<file path="src/rtl/result_check.sv">
// -----------------------------------------------------------------------------
// result_check
//
// Compares the response vectors coming back from a device under test with the
// expected vectors queued by the stimulus side. Each check record pairs an
// expected vector with the word address the vector came from; each result
// record holds what the device actually produced. Both arrive through
// show-ahead FIFOs and are always consumed as a pair.
//
// Only the bits selected by the programmable bitmask take part in the
// comparison. A passing vector bumps pass_count. A failing vector bumps
// fail_count and writes a four-word fail record (address high/low, result
// high/low) into memory through an Avalon-MM write master, starting at
// RES_BASE and advancing one word per accepted write.
//
// Ports
//   clock, reset        sole clock, asynchronous active-high reset
//   clear               synchronous pulse: zero counters and record pointer
//   cfifo_*             check FIFO {expected, vec_addr}, show-ahead, pop
//   rfifo_*             result FIFO (device output vector), show-ahead, pop
//   sc_cmd, sc_data     stimulus command bus (00001 = load bitmask)
//   sc_ready            checker is idle
//   mem_*               Avalon-MM write master for fail records
//   pass_count          number of passing vectors (saturating)
//   fail_count          number of failing vectors (saturating)
//   done                idle and both FIFOs empty
// -----------------------------------------------------------------------------
module result_check #(
  parameter int ADDR_WIDTH = 20,
  parameter int DATA_WIDTH = 16,
  parameter int STF_WIDTH  = 24,
  parameter int CHF_WIDTH  = STF_WIDTH + ADDR_WIDTH,
  parameter int SCC_WIDTH  = 5,
  parameter int SCD_WIDTH  = 24,
  parameter int CNT_WIDTH  = 16,
  parameter logic [ADDR_WIDTH-1:0] RES_BASE = 20'h80000
) (
  input  logic                    clock,
  input  logic                    reset,
  input  logic                    clear,
  input  logic [CHF_WIDTH-1:0]    cfifo_data,
  input  logic                    cfifo_rdempty,
  output logic                    cfifo_rdreq,
  input  logic [STF_WIDTH-1:0]    rfifo_data,
  input  logic                    rfifo_rdempty,
  output logic                    rfifo_rdreq,
  input  logic [SCC_WIDTH-1:0]    sc_cmd,
  input  logic [SCD_WIDTH-1:0]    sc_data,
  output logic                    sc_ready,
  output logic [ADDR_WIDTH-1:0]   mem_address,
  output logic [DATA_WIDTH/8-1:0] mem_byteenable,
  output logic                    mem_write,
  output logic [DATA_WIDTH-1:0]   mem_writedata,
  input  logic                    mem_waitrequest,
  output logic [CNT_WIDTH-1:0]    pass_count,
  output logic [CNT_WIDTH-1:0]    fail_count,
  output logic                    done
);

  localparam logic [SCC_WIDTH-1:0] CMD_MASK  = SCC_WIDTH'(1);
  localparam logic [1:0]           LAST_WORD = 2'd3;

  typedef enum logic [1:0] {
    ST_IDLE    = 2'd0,
    ST_COMPARE = 2'd1,
    ST_WRITE   = 2'd2
  } state_t;

  // Increment that sticks at all-ones instead of wrapping.
  function automatic logic [CNT_WIDTH-1:0] sat_inc(input logic [CNT_WIDTH-1:0] value);
    if (value == {CNT_WIDTH{1'b1}}) begin
      return value;
    end else begin
      return value + CNT_WIDTH'(1);
    end
  endfunction

  // A vector fails when any bit selected by the mask differs.
  function automatic logic is_mismatch(input logic [STF_WIDTH-1:0] expected,
                                       input logic [STF_WIDTH-1:0] result,
                                       input logic [STF_WIDTH-1:0] mask);
    return ((expected ^ result) & mask) != {STF_WIDTH{1'b0}};
  endfunction

  state_t                 state_q,    state_d;
  logic [STF_WIDTH-1:0]   mask_q,     mask_d;
  logic [STF_WIDTH-1:0]   expected_q, expected_d;
  logic [STF_WIDTH-1:0]   result_q,   result_d;
  logic [ADDR_WIDTH-1:0]  vec_addr_q, vec_addr_d;
  logic [CNT_WIDTH-1:0]   pass_q,     pass_d;
  logic [CNT_WIDTH-1:0]   fail_q,     fail_d;
  logic [CNT_WIDTH-1:0]   rec_ptr_q,  rec_ptr_d;
  logic [1:0]             word_q,     word_d;
  logic                   pop_s;
  logic [DATA_WIDTH-1:0]  word_data_s;

  // State and datapath registers.
  always_ff @(posedge clock or posedge reset) begin
    if (reset) begin
      state_q    <= ST_IDLE;
      mask_q     <= {STF_WIDTH{1'b1}};
      expected_q <= {STF_WIDTH{1'b0}};
      result_q   <= {STF_WIDTH{1'b0}};
      vec_addr_q <= {ADDR_WIDTH{1'b0}};
      pass_q     <= {CNT_WIDTH{1'b0}};
      fail_q     <= {CNT_WIDTH{1'b0}};
      rec_ptr_q  <= {CNT_WIDTH{1'b0}};
      word_q     <= 2'd0;
    end else begin
      state_q    <= state_d;
      mask_q     <= mask_d;
      expected_q <= expected_d;
      result_q   <= result_d;
      vec_addr_q <= vec_addr_d;
      pass_q     <= pass_d;
      fail_q     <= fail_d;
      rec_ptr_q  <= rec_ptr_d;
      word_q     <= word_d;
    end
  end

  // Next-state logic: pair pop, masked compare, fail-record write sequencing.
  always_comb begin
    state_d    = state_q;
    expected_d = expected_q;
    result_d   = result_q;
    vec_addr_d = vec_addr_q;
    pass_d     = pass_q;
    fail_d     = fail_q;
    rec_ptr_d  = rec_ptr_q;
    word_d     = word_q;
    pop_s      = 1'b0;

    // The mask loads in any state; COMPARE below uses mask_q, so a load in
    // the compare cycle only affects the following vector.
    if (sc_cmd == CMD_MASK) begin
      mask_d = STF_WIDTH'(sc_data);
    end else begin
      mask_d = mask_q;
    end

    case (state_q)
      ST_IDLE: begin
        // Both FIFOs must hold data; a lone check or result is left in place.
        if (!cfifo_rdempty && !rfifo_rdempty) begin
          expected_d = cfifo_data[ADDR_WIDTH +: STF_WIDTH];
          vec_addr_d = cfifo_data[ADDR_WIDTH-1:0];
          result_d   = rfifo_data;
          pop_s      = 1'b1;
          state_d    = ST_COMPARE;
        end else begin
          state_d    = ST_IDLE;
        end
      end

      ST_COMPARE: begin
        if (is_mismatch(expected_q, result_q, mask_q)) begin
          fail_d  = sat_inc(fail_q);
          word_d  = 2'd0;
          state_d = ST_WRITE;
        end else begin
          pass_d  = sat_inc(pass_q);
          state_d = ST_IDLE;
        end
      end

      ST_WRITE: begin
        // Address and data are decoded from registers only, so they stay
        // put for as long as the slave stalls.
        if (!mem_waitrequest) begin
          rec_ptr_d = rec_ptr_q + CNT_WIDTH'(1);
          word_d    = word_q + 2'd1;
          if (word_q == LAST_WORD) begin
            state_d = ST_IDLE;
          end else begin
            state_d = ST_WRITE;
          end
        end else begin
          state_d = ST_WRITE;
        end
      end

      default: begin
        state_d = ST_IDLE;
      end
    endcase

    // Clear overrides any increment in the same cycle; state and mask are
    // untouched so a record in flight carries on from pointer zero.
    if (clear) begin
      pass_d    = {CNT_WIDTH{1'b0}};
      fail_d    = {CNT_WIDTH{1'b0}};
      rec_ptr_d = {CNT_WIDTH{1'b0}};
    end else begin
      pass_d    = pass_d;
    end
  end

  // Fail-record word select: address high, address low, result high, result low.
  always_comb begin
    case (word_q)
      2'd0:    word_data_s = DATA_WIDTH'(vec_addr_q >> DATA_WIDTH);
      2'd1:    word_data_s = DATA_WIDTH'(vec_addr_q);
      2'd2:    word_data_s = DATA_WIDTH'(result_q >> DATA_WIDTH);
      2'd3:    word_data_s = DATA_WIDTH'(result_q);
      default: word_data_s = {DATA_WIDTH{1'b0}};
    endcase
  end

  // Pops are gated with reset so nothing is consumed while held in reset.
  assign cfifo_rdreq    = pop_s && !reset;
  assign rfifo_rdreq    = pop_s && !reset;

  assign sc_ready       = (state_q == ST_IDLE);
  assign done           = (state_q == ST_IDLE) && cfifo_rdempty && rfifo_rdempty;

  assign mem_write      = (state_q == ST_WRITE);
  assign mem_address    = RES_BASE + ADDR_WIDTH'(rec_ptr_q);
  assign mem_writedata  = word_data_s;
  assign mem_byteenable = {(DATA_WIDTH/8){1'b1}};

  assign pass_count     = pass_q;
  assign fail_count     = fail_q;

endmodule

</file>
<file path="config.mk">
export PLATFORM = sky130hd
export DESIGN_NAME = result_check
export DESIGN_NICKNAME = d
export VERILOG_FILES = /design/src/rtl/result_check.sv
export SDC_FILE = /design/constraint.sdc
export NUM_CORES = 1
export LEC_CHECK = 0
export CAP_MARGIN = 20
export CORE_MARGIN = 10
export CORE_UTILIZATION = 53
export CTS_CLUSTER_DIAMETER = 30
export DETAILED_ROUTE_END_ITERATION = 8
export HOLD_SLACK_MARGIN = 0.06
export PLACE_DENSITY_LB_ADDON = 0.05
export SLEW_MARGIN = 20
export SYNTH_ARGS = -nofsm -noshare
export SYNTH_HDL_FRONTEND = slang
export SYNTH_SLANG_ARGS = --single-unit
</file>
<file path="constraint.sdc">
create_clock -name clock -period 16.56 [get_ports clock]
set_input_delay 3.312 -clock clock [delete_from_list [all_inputs] [get_ports clock]]
set_output_delay 3.312 -clock clock [all_outputs]
set_load 0.03 [all_outputs]
</file>
After elaboration in Yosys (flattened, before gate mapping)

Index checks and enable logic that the tools add are counted.
W data, S select, Z words.

Output and inout port bits: 75
Register bits after elaboration: 144
Logic and storage cells: 71
Input port bits: 103

Bitwise logic cells: 2
Reductions and logical operators: 19
Add/sub/neg operators: 5
Muxes and demuxes: 22
Eq/ne operators: 14

Operator list:

| cell                     | count |
|---|---|
| $mux W16                 | 11 |
| $pmux W16 S4             | 1 |
| $add A16 B1 Y16 const B  | 3 |
| $eq A16 B16 Y1 const B   | 2 |
| $and A24 B24 Y24         | 1 |
| $reduce_bool A24 Y1      | 1 |
| $xor A24 B24 Y24         | 1 |
| $add A20 B16 Y20 const A | 1 |
| $ne A2 B2 Y1 const B     | 6 |
| $mux W2                  | 5 |
| $reduce_and A3 Y1        | 3 |
| $reduce_bool A2 Y1       | 4 |
| $eq A2 B2 Y1 const B     | 3 |
| $pmux W2 S3              | 1 |
| $eq A5 B1 Y1 const B     | 1 |
| $eq A2 B1 Y1 const B     | 2 |
| $logic_and A1 B1 Y1      | 4 |
| $logic_not A2 Y1         | 2 |
| $pmux W2 S2              | 1 |
| $reduce_and A2 Y1        | 2 |
| $logic_not A1 Y1         | 3 |
| $mux W1                  | 3 |
| $add A2 B1 Y2 const B    | 1 |

Logic depth before layout (Yosys ltp)

Gate-level depths: netlist of the first run.

Depth in word-level cells: 6
Depth in mapped cells: 9
Depth with buffers taken out: 8

Worst setup path after synthesis of the first run

No wires, ideal clock.

Path type: input port to output port
Start: input port reset
End: output port rfifo_rdreq
Slack: 6.158 ns
Arrival: 7.090 ns
Data required time: 13.248 ns
Cell stages on the path: 3
Buffers on the path: 1
Path through: inv_1 -> and2_1 -> buf_4

Longest elaborated chain between the ends: 2

Ends and longest elaborated chain:

| item                | line | RTL |
|---|---|---|
| from (decl)         | 39   | `input logic reset,` |
| $logic_not A1 Y1    | n/a  |  |
| $logic_and A1 B1 Y1 | n/a  |  |
| to (decl)           | 46   | `output logic rfifo_rdreq,` |

Every way passes these cells.

Worst setup path in the final report of the first run

Start: input port rfifo_rdempty
End: output port cfifo_rdreq

Longest elaborated chain between the ends: 5

Ends and longest elaborated chain:

| item                | line | RTL |
|---|---|---|
| from (decl)         | 45   | `input logic rfifo_rdempty,` |
| $logic_not A1 Y1    | 145  | `if (!cfifo_rdempty && !rfifo_rdempty) begin` |
| $logic_and A1 B1 Y1 | 145  |  |
| $mux W1             | 145  |  |
| $mux W1             | 142  | `case (state_q)` |
| $logic_and A1 B1 Y1 | 211  | `assign cfifo_rdreq = pop_s && !reset;` |
| to (decl)           | 43   | `output logic cfifo_rdreq,` |

Every way passes these cells.

==> results.toml, run 1 <==
[status]
status = "finished clean"

[detailed_routing]
post-route-drc-count = 0
total_via_count_in_the_routed_design = 5331
drtPass1Iterations = 7
wl_per_cell_um = 19.2
finalWirelength_um = 18100
route.detailed.vias_per_inst = 5.67
drt_first_iter_violations = 299
ant_nets = 0

[yosys]
synth_warnings = 0
synth-main-ff-cell = "sky130_fd_sc_hd__dfrtp_1"
post_synth.cell_area_avg_um2 = 11.7
synth_largest_type_area_fraction = 0.431
ys_seq_elements = 144
synth_cell_type_count = 42
synth.cell_area_mm2 = 0.00697
synth_top_area_cell = "sky130_fd_sc_hd__dfrtp_1"
synth-seq-area-share = 0.521
number_of_synthesized_flops_with_an_enable_pin = 0
ys_top_cells_by_area = "sky130_fd_sc_hd__dfrtp_1 43%, sky130_fd_sc_hd__mux2_2 16%, sky130_fd_sc_hd__dfstp_2 9.0%"
async_flop_share = 1.00
netlist_instances = 597

[floorplan]
die_w_um = 135
die_y_um = 135
i_o_pin_total = 178
floorplan.rows = 41
start_util = 0.546
core_mm2 = 0.0128
design.die.area_mm2 = 0.0181

[cells_and_area]
mostFrequentLayoutCells = "170 x sky130_fd_sc_hd__clkdlybuf4s50_1, 120 x sky130_fd_sc_hd__dfrtp_1, 97 x sky130_fd_sc_hd__mux2_2"
antennaDiodeCount = 0
seq_area_mm2 = 0.00363
final_common_cell = "sky130_fd_sc_hd__clkdlybuf4s50_1"
fillers = 887
finish.net_count = 869
fraction_of_layout_instances_using_a_drive_strength_above_1 = 0.212
syn_to_layout_area_delta_pct = 34.5
final_core_utilization = 0.734
multiInputGateArea_mm2 = 0.00315
layout.cells.non_filler = 940

[timing]
slew_headroom = 0.313
finalCritPeriodShare = 0.544
tightestPinTransition_ns = 1.03
timing.fmax_mhz = 111
unrepaired_setup_endpoints_after_global_routing = "no"
clock_skew_ns = 0.00867
final_max_slew_viol_count = 0
setup_slack_ns = 7.55
setup-tns-final_ns = 0
setup_violations = 0
final_period_minus_worst_setup_slack_ns = 9.01
timing.final.hold_violations = 0

[worst_hold_path]
holdCritPathClass = "flip-flop to flip-flop"

[global_routing]
grt_antenna_before_repair = 2
global_route.usage.total = 0.201
grt_start_max_net_pins = 78
first_global_vias = 5604
grt_remaining_overflow = 0
wire_length_of_the_first_global_routing_pass_um = 28700

[worst_setup_path]
cp_data_required_time_ns = 13.25
setup.worst_path.end_class = "output port"
worst_ep_arrival_time_ns = 5.70
crit_type = "input port to output port"
start_kind = "input port"
path_max_fanout = 74

[power]
sequentialPowerShare = 0.429
internal_power_mw = 0.885
power.total_mw = 1.29
clkPwrFrac = 0.292
power.share.switching = 0.312
p_sw_mw = 0.401
combinationalPowerShare = 0.279
p_per_area_mw_per_mm2 = 137
power_leakage_nw = 3.75
vdd_ir_drop_max_uv = 87.4

[clock_network]
cts_buffers = 17
post_cts.resized_instances = 0
root_buffer = "sky130_fd_sc_hd__clkbuf_16"
cts.hold.buffers_added = 0
clock_sink_count = 144
cts_setup_buffers = 0
cts-htree-levels = 4
clkSlewWorstSetupHoldPaths_ns = 0.06
max-clock-path-buffers = 2
worstSkewPairLatency_ns = 0.42
tritoncts = "done"

[place]
gp_routability_congestion = 0.879
dp_hpwl_um = 13400
pre_cts_slack_ns = 7.56
port-buffer-count = 171
placedCellCount = 908

[run]
max_cap_violations = 0
-- kinds of logic (layout without fill, tap and decap cells) --
kind of cell    count (synthesis)  count (layout)  share of synthesized area
buf+inv                        53             220                     0.0337
simple gates                  163             163                      0.127
other cells                     2               6                    0.00108
compound gates                 82              82                     0.0831
fa+ha+maj                      11              11                     0.0197
mux                           104             104                      0.167
xor+xnor                       38              38                     0.0477
flops                         144             144                      0.521
-- metal layers --
metal  GRT usage  part of all wire  vias up
met5           0           0.00094        -
met2       0.348              0.52      177
met1       0.223              0.39     2641
met3      0.0731             0.076       23
met4      0.0677             0.018        2
li1            -                 -     2488
-- power by group through the flow --
stage	registers, mW	logic (mW)	clock network, mW
floorplan	0.526	0.254	0
global placement	0.552	0.350	0
detailed placement	0.558	0.360	0
CTS	0.553	0.362	0.382
global route	0.564	0.392	0.400
finish	0.551	0.359	0.376
-- registers in the layout (all words and copies together), names as in the netlist --
register / cells
expected_q: 24
fail_count: 16
mask_q: 24
pass_count: 16
rec_ptr_q: 16
result_q: 24
state_q: 2
vec_addr_q: 20
word_q: 2
-- final cells by class --
cell class / instances / share of cell area
clock buffers: 23 / 0.0510
repair buffers: 175 / 0.185
clock inverters: 9 / 0.0116
multi-input cells: 404 / 0.336
inverters: 13 / 0.00574
well taps: 172 / 0.0229
flip-flops and latches: 144 / 0.387
-- final timing paths --
check                         startpoint        endpoint  slack (ns)  cells after the start
min in group asynchronous          reset   pass_count[3]        3.38                      2
max in group asynchronous          reset    rec_ptr_q[5]       11.79                      3
hold / removal             vec_addr_q[3]   vec_addr_q[3]        0.51                      1
setup / recovery           rfifo_rdempty     cfifo_rdreq        7.55                      5
setup reg to reg            result_q[13]  pass_count[14]       13.56                      6
hold reg to reg            vec_addr_q[3]   vec_addr_q[3]        0.51                      1
-- cells in the mapped netlist (all sizes together) (8+ instances only) --
cell type and number:
o31ai 18, ha 11, buf 13, inv 13, nand2 17, nor2 41
xor2 33, nor2b 11, a222oi 8, or4 19, dfstp 24, a21oi 21
a22oi 20, mux2 97, clkbuf 27, nand3 26, and3 9, dfrtp 120
nand4 10
-- metrics by stage --
| step | hold slack [ns] | area, um2 |
|---|---|---|
| 5_1_grt | 0.529 | 9380 |
| 2_1_floorplan | 0.480 | 6990 |
| 3_3_place_gp | 0.491 | 8780 |
| 6_report | 0.510 | 9380 |
| 4_1_cts | 0.508 | 9370 |
| 3_5_place_dp | 0.495 | 8780 |
-- worst max-delay path, stage by stage --
cell and delay (ns):
sky130_fd_sc_hd__clkdlybuf4s50_1 0.47, sky130_fd_sc_hd__nor3b_2 0.20, sky130_fd_sc_hd__buf_4 0.71, sky130_fd_sc_hd__and2_1 0.26
sky130_fd_sc_hd__clkdlybuf4s50_1 0.70
Note: power is estimated with default switching activity, not from simulation.
==> inputs of run 2 (changes only) <==
Settings changed: CORE_UTILIZATION 53 to 49.
Clock period 16.56 ns to 8.7 ns, I/O delays scaled along.
==> results.toml, run 2 (same netlist as run 1, synthesis figures left out) <==
[worst_setup_path]
critPathTopFamily = "buffers and inverters"
slowest_cell_on_crit_path = "sky130_fd_sc_hd__clkdlybuf4s50_1"
crit_buf_inv = 3
start_kind = "input port"
path_max_fanout = 66
critical_path.cell_chain = "clkdlybuf4s50_1 > inv_6 > and2_1 > clkdlybuf4s50_1"
crit_type = "input port to output port"
cp_data_required_time_ns = 6.96
path_common_cell = "sky130_fd_sc_hd__clkdlybuf4s50_1"
setup.worst_path.end_class = "output port"
worst_ep_arrival_time_ns = 3.64
cpPeakStageDelay_ns = 0.69

[power]
p_sw_mw = 0.778
power_leakage_nw = 3.80
combinationalPowerShare = 0.272
internal_power_mw = 1.76
p_per_area_mw_per_mm2 = 268
sequentialPowerShare = 0.414
vdd_ir_drop_max_uv = 170
power.share.switching = 0.307
clkPwrFrac = 0.313

[clock_network]
root_buffer = "sky130_fd_sc_hd__clkbuf_16"
worstSkewPairLatency_ns = 0.41
max-clock-path-buffers = 2
cts-htree-levels = 4
tritoncts = "done"
cts_setup_buffers = 0
clock_sink_count = 144
clkSlewWorstSetupHoldPaths_ns = 0.06
post_cts.resized_instances = 0
cts.hold.buffers_added = 0
cts_buffers = 17

[place]
placedCellCount = 917
port-buffer-count = 171
gp_routability_congestion = 0.802
dp_hpwl_um = 13600

[floorplan]
i_o_pin_total = 178
design.die.area_mm2 = 0.0194
die_w_um = 139
die_y_um = 139
start_util = 0.500
core_mm2 = 0.0139
floorplan.rows = 43

[timing]
clock_skew_ns = 0.00408
timing.final.hold_violations = 0
timing.fmax_mhz = 186
final_period_minus_worst_setup_slack_ns = 5.38
holdWs_ns = 0.510
final_max_slew_viol_count = 0
tightestPinTransition_ns = 1.02
setup-tns-final_ns = 0
unrepaired_setup_endpoints_after_global_routing = "no"
finalCritPeriodShare = 0.618
setup_violations = 0
slew_headroom = 0.319

[cells_and_area]
layout.cells.non_filler = 950
fraction_of_layout_instances_using_a_drive_strength_above_1 = 0.216
syn_to_layout_area_delta_pct = 35.6
final_common_cell = "sky130_fd_sc_hd__clkdlybuf4s50_1"
layout_top_registers = "expected_q (24), mask_q (24), result_q (24)"
mostFrequentLayoutCells = "170 x sky130_fd_sc_hd__clkdlybuf4s50_1, 120 x sky130_fd_sc_hd__dfrtp_1, 97 x sky130_fd_sc_hd__mux2_2"
finish.net_count = 870

[detailed_routing]
total_via_count_in_the_routed_design = 5200
drt_first_iter_violations = 320
route.detailed.vias_per_inst = 5.47
post-route-drc-count = 0
finalWirelength_um = 18300
ant_nets = 0
drtPass1Iterations = 4
wl_per_cell_um = 19.2

[global_routing]
grt_remaining_overflow = 0
grt_start_max_net_pins = 81
wire_length_of_the_first_global_routing_pass_um = 29600
grt_antenna_before_repair = 2
global_route.usage.total = 0.188
first_global_vias = 5736

[run]
max_cap_violations = 0

[status]
status = "finished clean"

[worst_hold_path]
holdCritPathClass = "flip-flop to flip-flop"
==> run 2: layout make-up <==
class                      count  area, um2
fill                        1096       4480
timing repair buffer         176       1740
tap                          180        225
sequential                   144       3630
antenna                        1       2.50
clock buffer                  19        443
inverter                      13       53.8
clock inverter                13        210
multi-input combinational    404       3140
==> run 2: layer usage <==
layer / part of all wire / track usage
met1: 0.38 / 0.201
met4: 0.016 / 0.0692
met5: 0 / 0
met2: 0.54 / 0.335
met3: 0.066 / 0.0633
==> run 2: power groups by stage <==
stage          Sequential, mW  Combinational (mW)  Clock, mW
2_1_floorplan            1.00               0.484          0
6_report                 1.05               0.691      0.794
3_5_place_dp             1.07               0.692          0
5_1_grt                  1.07               0.748      0.847
4_1_cts                  1.05               0.698      0.811
3_3_place_gp             1.05               0.668          0
==> run 2: final timing paths <==
path | cells past startpoint | to | slack, ns | start
setup / recovery | 4 | rfifo_rdreq | 3.32 | reset
hold / removal | 1 | vec_addr_q[0] | 0.51 | vec_addr_q[0]
setup reg to reg | 6 | pass_count[14] | 5.68 | result_q[13]
hold reg to reg | 1 | vec_addr_q[0] | 0.51 | vec_addr_q[0]
max in group asynchronous | 3 | result_q[15] | 5.51 | reset
min in group asynchronous | 2 | pass_count[3] | 1.77 | reset
==> run 2: stage by stage <==
step                      total power [mW]  setup slack (ns)  utilization  cell area (um2)
after global routing                  2.67              3.18        0.679             9460
after floorplan                       1.49              1.44            -             6990
after CTS                             2.56              3.28        0.678             9450
final                                 2.54              3.32        0.679             9460
after global placement                1.72              3.30        0.631             8790
after detailed placement              1.76              3.28        0.631             8800
==> inputs of run 3 (changes only) <==
Settings changed: CORE_UTILIZATION 49 to 45.
Clock period 8.7 ns to 4.47 ns, I/O delays scaled along.
==> results.toml, run 3 (same netlist as run 1, synthesis figures left out) <==
[worst_setup_path]
crit_type = "flip-flop to output port"
worst_ep_arrival_time_ns = 2.66
path_max_fanout = 16
start_kind = "flip-flop"
setup.worst_path.end_class = "output port"
critical_path.cell_chain = "inv_1 > ha_1 > a222oi_1 > mux2i_1 > clkdlybuf4s50_1"
cpPeakStageDelay_ns = 0.70
cp_data_required_time_ns = 3.58
slowest_cell_on_crit_path = "sky130_fd_sc_hd__clkdlybuf4s50_1"

[clock_network]
cts.hold.buffers_added = 0
max-clock-path-buffers = 2
clkSlewWorstSetupHoldPaths_ns = 0.06
post_cts.resized_instances = 0
cts_setup_buffers = 0
clock_sink_count = 144
worstSkewPairLatency_ns = 0.42
root_buffer = "sky130_fd_sc_hd__clkbuf_16"
cts_buffers = 17
tritoncts = "done"
cts-htree-levels = 4

[floorplan]
die_w_um = 144
core_mm2 = 0.0152
i_o_pin_total = 178
floorplan.rows = 45
design.die.area_mm2 = 0.0209
die_y_um = 144
start_util = 0.459

[power]
combinationalPowerShare = 0.277
p_sw_mw = 1.52
clkPwrFrac = 0.296
power.share.switching = 0.316
power_leakage_nw = 3.77
sequentialPowerShare = 0.426
p_per_area_mw_per_mm2 = 509
vdd_ir_drop_max_uv = 327
internal_power_mw = 3.28

[global_routing]
global_route.usage.total = 0.181
grt_remaining_overflow = 0
grt_antenna_before_repair = 4
first_global_vias = 5575
wire_length_of_the_first_global_routing_pass_um = 29200
grt_start_max_net_pins = 85

[cells_and_area]
mostFrequentLayoutCells = "170 x sky130_fd_sc_hd__clkdlybuf4s50_1, 120 x sky130_fd_sc_hd__dfrtp_1, 97 x sky130_fd_sc_hd__mux2_2"
fraction_of_layout_instances_using_a_drive_strength_above_1 = 0.216
layout_top_registers = "expected_q (24), mask_q (24), result_q (24)"
finish.net_count = 870
seq_area_mm2 = 0.00363
fillers = 1232
syn_to_layout_area_delta_pct = 35.2
multiInputGateArea_mm2 = 0.00315
final_core_utilization = 0.620
final_common_cell = "sky130_fd_sc_hd__clkdlybuf4s50_1"

[timing]
setup_violations = 0
timing.fmax_mhz = 282
finalCritPeriodShare = 0.794
final_period_minus_worst_setup_slack_ns = 3.55
clock_skew_ns = 0.0112
tightestPinTransition_ns = 1.03
final_max_slew_viol_count = 0
setup-tns-final_ns = 0
timing.final.hold_violations = 0
unrepaired_setup_endpoints_after_global_routing = "no"
slew_headroom = 0.311

[detailed_routing]
finalWirelength_um = 18800
drt_first_iter_violations = 296
total_via_count_in_the_routed_design = 5279
ant_nets = 0
drtPass1Iterations = 5
wl_per_cell_um = 19.6
route.detailed.vias_per_inst = 5.50
post-route-drc-count = 0

[place]
gp_routability_congestion = 0.798
port-buffer-count = 171
dp_hpwl_um = 13800

[status]
status = "finished clean"

[run]
max_cap_violations = 0

[worst_hold_path]
holdCritPathClass = "flip-flop to flip-flop"
## run 3: changes by cell type in the layout (fill, tap and decap cells not counted)
cell / previous run / this run
sky130_fd_sc_hd__bufinv_16: 5 / 2
sky130_fd_sc_hd__clkbuf_8: 1 / 3
sky130_fd_sc_hd__buf_4: 5 / 4
sky130_fd_sc_hd__buf_6: 0 / 1
sky130_fd_sc_hd__clkinvlp_4: 2 / 3
sky130_fd_sc_hd__diode_2: 1 / 2
sky130_fd_sc_hd__o31ai_2: 1 / 0
sky130_fd_sc_hd__o31ai_4: 0 / 1
## run 3: per-stage QoR
step           total power, mW  instances  hold slack, ns  cell area, um2  setup WS [ns]
5_1_grt                   5.07        957           0.516            9420          0.767
6_report                  4.80        959           0.515            9430          0.920
2_1_floorplan             2.89        601           0.480            6990         -0.169
4_1_cts                   4.86        957           0.510            9410          0.889
3_3_place_gp              3.36        925           0.490            8810          0.986
3_5_place_dp              3.42        925           0.496            8810          0.998
## run 3: routing by layer
metal	share of wire	track usage	wire length [um]	vias to the layer above
li1	-	-	-	2490
met1	0.38	0.192	7090	2631
met2	0.52	0.312	9840	136
met3	0.084	0.0843	1570	18
met4	0.015	0.0564	274	4
met5	0.0012	0	23	-
## run 3: cell type report
| cell class | instances | share of cell area |
|---|---|---|
| inverter | 13 | 0.00558 |
| clock buffer | 21 | 0.0499 |
| sequential | 144 | 0.386 |
| clock inverter | 11 | 0.0137 |
| timing repair buffer | 176 | 0.185 |
| antenna | 2 | 0.000531 |
| multi-input combinational | 404 | 0.334 |
| tap | 188 | 0.0250 |
## run 3: worst max-delay path: cells and delay by family (launching register included)
| family | cells | cell delay (ns) |
|---|---|---|
| adder cells (fa/ha/maj) | 1 | 0.60 |
| buffers and inverters | 2 | 0.81 |
| AO/OA/AOI/OAI | 1 | 0.26 |
| flip-flops | 1 | 0.40 |
| multiplexers | 1 | 0.17 |
## run 3: power by group through the flow
stage	Combinational (mW)	Sequential [mW]	Clock (mW)
floorplan	0.942	1.95	0
global placement	1.31	2.05	0
detailed placement	1.35	2.07	0
CTS	1.35	2.05	1.45
global route	1.46	2.09	1.52
finish	1.33	2.05	1.42
## run 3: worst paths after layout
check / startpoint / endpoint / slack (ns) / cells past startpoint
setup / recovery: word_q[1] / mem_writedata[0] / 0.92 / 5
hold / removal: vec_addr_q[7] / vec_addr_q[7] / 0.51 / 1
setup reg to reg: result_q[17] / pass_count[14] / 1.33 / 6
hold reg to reg: vec_addr_q[7] / vec_addr_q[7] / 0.51 / 1
max in group asynchronous: reset / rec_ptr_q[14] / 2.12 / 4
min in group asynchronous: reset / expected_q[3] / 1.13 / 3
